## config.mk

```make
export PLATFORM = sky130hd
export DESIGN_NAME = stack_seq
export DESIGN_NICKNAME = d
export VERILOG_FILES = /design/src/rtl/stack_seq.sv
export SDC_FILE = /design/constraint.sdc
export NUM_CORES = 1
export LEC_CHECK = 0
export BUFFER_PORTS_ARGS = -buffer_cell sky130_fd_sc_hd__clkbuf_2
export CORE_ASPECT_RATIO = 0.6
export CORE_MARGIN = 4
export CORE_UTILIZATION = 40
export CTS_BUF_LIST = sky130_fd_sc_hd__clkbuf_8 sky130_fd_sc_hd__clkbuf_16
export CTS_CLUSTER_DIAMETER = 200
export DETAILED_ROUTE_END_ITERATION = 16
export PLACE_DENSITY = 0.78
export SLEW_MARGIN = 20
export SYNTH_ARGS = -nofsm -noshare
export SYNTH_HDL_FRONTEND = slang
export SYNTH_SLANG_ARGS = --single-unit
```

## constraint.sdc

```tcl
create_clock -name clk -period 2.05 [get_ports clk]
set_input_delay 0.3075 -clock clk [delete_from_list [all_inputs] [get_ports clk]]
set_output_delay 0.3075 -clock clk [all_outputs]
set_load 0.05 [all_outputs]
```

## src/rtl/stack_seq.sv

```systemverilog
// stack_seq: three-phase command sequencer driving a head-register stack with depth tracking and sticky error flags
module stack_seq #(
  parameter int DEPTH = 16
) (
  input  logic        clk,
  input  logic        resetq,
  input  logic        cmd_valid,
  output logic        cmd_ready,
  input  logic [1:0]  cmd_op,
  input  logic [15:0] cmd_data,
  output logic        rsp_valid,
  input  logic        rsp_ready,
  output logic [15:0] rsp_data,
  output logic        rsp_err,
  output logic        stk_we,
  output logic [1:0]  stk_delta,
  output logic [15:0] stk_wd,
  input  logic [15:0] stk_rd,
  output logic [4:0]  depth,
  output logic        ovf,
  output logic        unf,
  input  logic        err_clr
);
  localparam logic [4:0] CAP = 5'(DEPTH + 1);
  typedef enum logic [1:0] {IDLE, EXEC, RESP} state_e;
  state_e      state_q;
  logic [4:0]  depth_q, depth_d;
  logic        ovf_q, unf_q, ovf_p_q, unf_p_q;
  logic        rsp_valid_q, rsp_err_q, we_q, we_d;
  logic [15:0] rsp_data_q, wd_q, wd_d;
  logic [1:0]  delta_q, delta_d;
  logic        ovf_hit, unf_hit, ok;
  // classify the offered command against current occupancy and precompute its stack strobe
  always_comb begin
    ovf_hit = cmd_op[0] == cmd_op[1] && depth_q == CAP;
    unf_hit = cmd_op != 2'b00 && depth_q == 5'd0;
    ok      = !ovf_hit && !unf_hit;
    we_d    = ok && cmd_op != 2'b01;
    delta_d = !ok ? 2'b00 : cmd_op == 2'b01 ? 2'b11 : cmd_op == 2'b10 ? 2'b00 : 2'b01;
    wd_d    = !we_d ? 16'h0 : cmd_op == 2'b11 ? stk_rd : cmd_data;
    depth_d = delta_q == 2'b01 ? depth_q + 5'd1 : delta_q == 2'b11 ? depth_q - 5'd1 : depth_q;
  end
  // IDLE accepts, EXEC strobes the stack and samples the old top, RESP holds until consumed
  always_ff @(posedge clk) begin
    if (!resetq) begin
      state_q     <= IDLE;
      depth_q     <= 5'd0;
      ovf_q       <= 1'b0;
      unf_q       <= 1'b0;
      ovf_p_q     <= 1'b0;
      unf_p_q     <= 1'b0;
      rsp_valid_q <= 1'b0;
      rsp_err_q   <= 1'b0;
      rsp_data_q  <= 16'h0;
      we_q        <= 1'b0;
      delta_q     <= 2'b00;
      wd_q        <= 16'h0;
    end else begin
      ovf_q <= (state_q == EXEC && ovf_p_q) || (ovf_q && !err_clr);
      unf_q <= (state_q == EXEC && unf_p_q) || (unf_q && !err_clr);
      case (state_q)
        IDLE: if (cmd_valid) begin
          state_q <= EXEC;
          we_q    <= we_d;
          delta_q <= delta_d;
          wd_q    <= wd_d;
          ovf_p_q <= ovf_hit;
          unf_p_q <= unf_hit;
        end
        EXEC: begin
          state_q     <= RESP;
          we_q        <= 1'b0;
          delta_q     <= 2'b00;
          wd_q        <= 16'h0;
          depth_q     <= depth_d;
          rsp_valid_q <= 1'b1;
          rsp_data_q  <= stk_rd;
          rsp_err_q   <= ovf_p_q || unf_p_q;
        end
        RESP: if (rsp_ready) begin
          state_q     <= IDLE;
          rsp_valid_q <= 1'b0;
        end
        default: state_q <= IDLE;
      endcase
    end
  end
  assign cmd_ready = state_q == IDLE;
  assign rsp_valid = rsp_valid_q;
  assign rsp_data  = rsp_data_q;
  assign rsp_err   = rsp_err_q;
  assign stk_we    = we_q && resetq;
  assign stk_delta = resetq ? delta_q : 2'b00;
  assign stk_wd    = wd_q;
  assign depth     = depth_q;
  assign ovf       = ovf_q;
  assign unf       = unf_q;
endmodule

```

==> impl_metrics.tcl <==
set metrics [dict create \
    holdWs_ns 0.247 \
    grt_use_total 0.158 \
    slew_headroom 0.748 \
    antenna_found_initial 0 \
    outcome "complete, no violations" \
    grt_start_max_net_pins 21 \
    wl_per_cell_um 13.5 \
    synth-seq-area-share 0.445 \
    setup_violations 0 \
    fmax_mhz 566 \
    first_pass_iters 4 \
    powerDensity_nw_per_um2 708 \
    cp_cell_sequence "nand2b_1 > ha_1 > a21oi_1 > a211o_1 > and3_1 > o21a_1" \
    worstSetupStartpoint "delta_q[1]" \
    p_leak_uw 0.00124 \
    place_congestion 0.786 \
    avgSynthCellArea_um2 9.22 \
    hold_buffers 0 \
    synth_cell_type_count 36 \
    hold_viol 0 \
    r2r-start "delta_q[1]" \
    ys_ff_latch 48 \
    antenna_cells 0 \
    area_delta_synth_final_pct 25.3 \
    dp_hpwl_um 3960 \
    initial_core_util 0.420 \
    grt_overflow_total 0 \
    die_area_um2 6670 \
    coreArea_um2 5130 \
    drtIter0Drc 51 \
    cp_max_fo 5 \
    htree_levels 2 \
    criticalPathCategory "reg2reg" \
    final_cell_mix "83 x clkbuf_2, 59 x nand2_1, 48 x dfxtp_1" \
    cts_resized 0 \
    io_pins 84 \
    maxSlewViolCount 0 \
    slowest_stage "ha_1" \
    die_width_um 103 \
    finClkSkew_ns 0.00548 \
    clk_pin_slew_worst_paths_ns 0.09 \
    cp_data_required_time_ns 2.24 \
    async_flop_share 0 \
    drv_cap 0 \
    grt_first_pass_wirelength_um 8260 \
    synthFlopType "dfxtp_1" \
    layout-drive-gt1-share 0.348 \
    drc 0 \
    cts_tree "done" \
    tns_ns 0 \
    cts-root-buf "clkbuf_8" \
    clock-sinks 48 \
    finalCriticalPeriod_ns 1.77 \
    cpLargestDelayFamily "compound AO/OA/AOI/OAI gates" \
    vdd_drop_max_v 0.000283 \
    syn_area_um2 2160 \
    final_nets 362 \
    portBuffers 83 \
    layout_commonest_cell "clkbuf_2" \
    start_kind "flop" \
    synth_nets 281 \
    fp-row-count 20 \
    path_buf_inv 0 \
    synth_edf_count 0 \
    clock_latency_ns 0.29 \
    die_y_um 64.9 \
    hp-start "stk_rd[8]" \
    max_stage_delay_ns 0.36 \
    cts_setup_buffers 0 \
    wirelength_um 5150 \
    via_per_inst 4.85 \
    hold_path_class "in2reg" \
    vias 1853 \
    cp_data_arrival_time_ns 1.96 \
    rsz0062_at_grt "false" \
    cts_buffer_depth 2 \
    cts_buffers 5 \
    first_global_vias 1738 \
    yosysWarnings 0 \
    end_kind "flop" \
    syn_inst 234 \
    ant_nets 0 \
    timing.final.crit_share 0.862 \
    worst_pin_slew_ns 0.376 \
]
## worst min-delay path, cell delays in order
cell      delay, ns
clkbuf_2       0.09
nand2_1        0.04
a21boi_0       0.06
## sequential cells by signal, summed over array words and instances, names as in the netlist
register / flops
unf_p_q: 1
state_q: 2
delta_q: 2
depth: 5
we_q: 1
ovf_p_q: 1
rsp_valid: 1
rsp_data: 16
rsp_err: 1
unf: 1
stk_wd: 16
ovf: 1
## metal layers
| metal | global-route usage | routed length (µm) |
|---|---|---|
| met4 | 0.0372 | 27 |
| met5 | 0 | 0 |
| met2 | 0.239 | 2180 |
| met1 | 0.219 | 2540 |
| met3 | 0.0505 | 402 |
## metrics by stage
step           power (µW)  utilization  setup slack [ns]  cell area, µm²  cells
2_1_floorplan        1240            -             0.232            2160    234
3_3_place_gp         1340        0.508             0.351            2610    374
3_5_place_dp         1350        0.508             0.270            2610    374
4_1_cts              1940        0.527             0.285            2700    382
5_1_grt              2010        0.527             0.176            2700    382
6_report             1910        0.527             0.284            2700    382
## Yosys cell counts (3+ instances only)
cell type | count | share of area
a21boi_0 | 19 | 0.066
a21oi_1 | 6 | 0.014
nor2b_1 | 5 | 0.015
mux2i_1 | 16 | 0.074
nand2_1 | 59 | 0.10
nor3_1 | 4 | 0.0093
inv_1 | 3 | 0.0052
o21a_1 | 3 | 0.010
nand4_1 | 4 | 0.012
dfxtp_1 | 48 | 0.45
buf_6 | 3 | 0.016
buf_2 | 5 | 0.012
nor2_1 | 3 | 0.0052
and2_1 | 4 | 0.012
clkbuf_1 | 4 | 0.0070
o21ai_0 | 10 | 0.023
ha_1 | 7 | 0.041
o21ai_2 | 10 | 0.041
## path summary, 6_finish.rpt
kind | end | depth (start not counted) | slack [ns]
min reg2reg | stk_wd[3] | 2 | 0.46
max | depth[4] | 6 | 0.28
min | rsp_data[8] | 3 | 0.25
max reg2reg | depth[4] | 6 | 0.28
## logic make-up after synthesis
| group | count (synthesis) | share of synthesized area |
|---|---|---|
| and+or+nand+nor | 91 | 0.204 |
| AOI/OAI and AO/OA | 53 | 0.175 |
| DFF | 48 | 0.445 |
| buffers and inverters | 16 | 0.0429 |
| muxes | 16 | 0.0742 |
| adders and majority gates | 8 | 0.0499 |
| xor gates and xnor gates | 2 | 0.00812 |
## area by class of cell
cell class                      instances  area (µm²)
Clock inverter                          2        13.8
Tap cell                               66        82.6
Timing Repair Buffer                   87         445
Multi-Input combinational cell        170        1110
Inverter                                3        11.3
Clock buffer                            6        82.6
Sequential cell                        48         961
Fill cell                             493        2430
## power breakdown
part | switching (µW) | internal (µW)
clock network | 315 | 276
registers | 25.1 | 965
logic | 225 | 106
(Power assumes the default switching activity.)
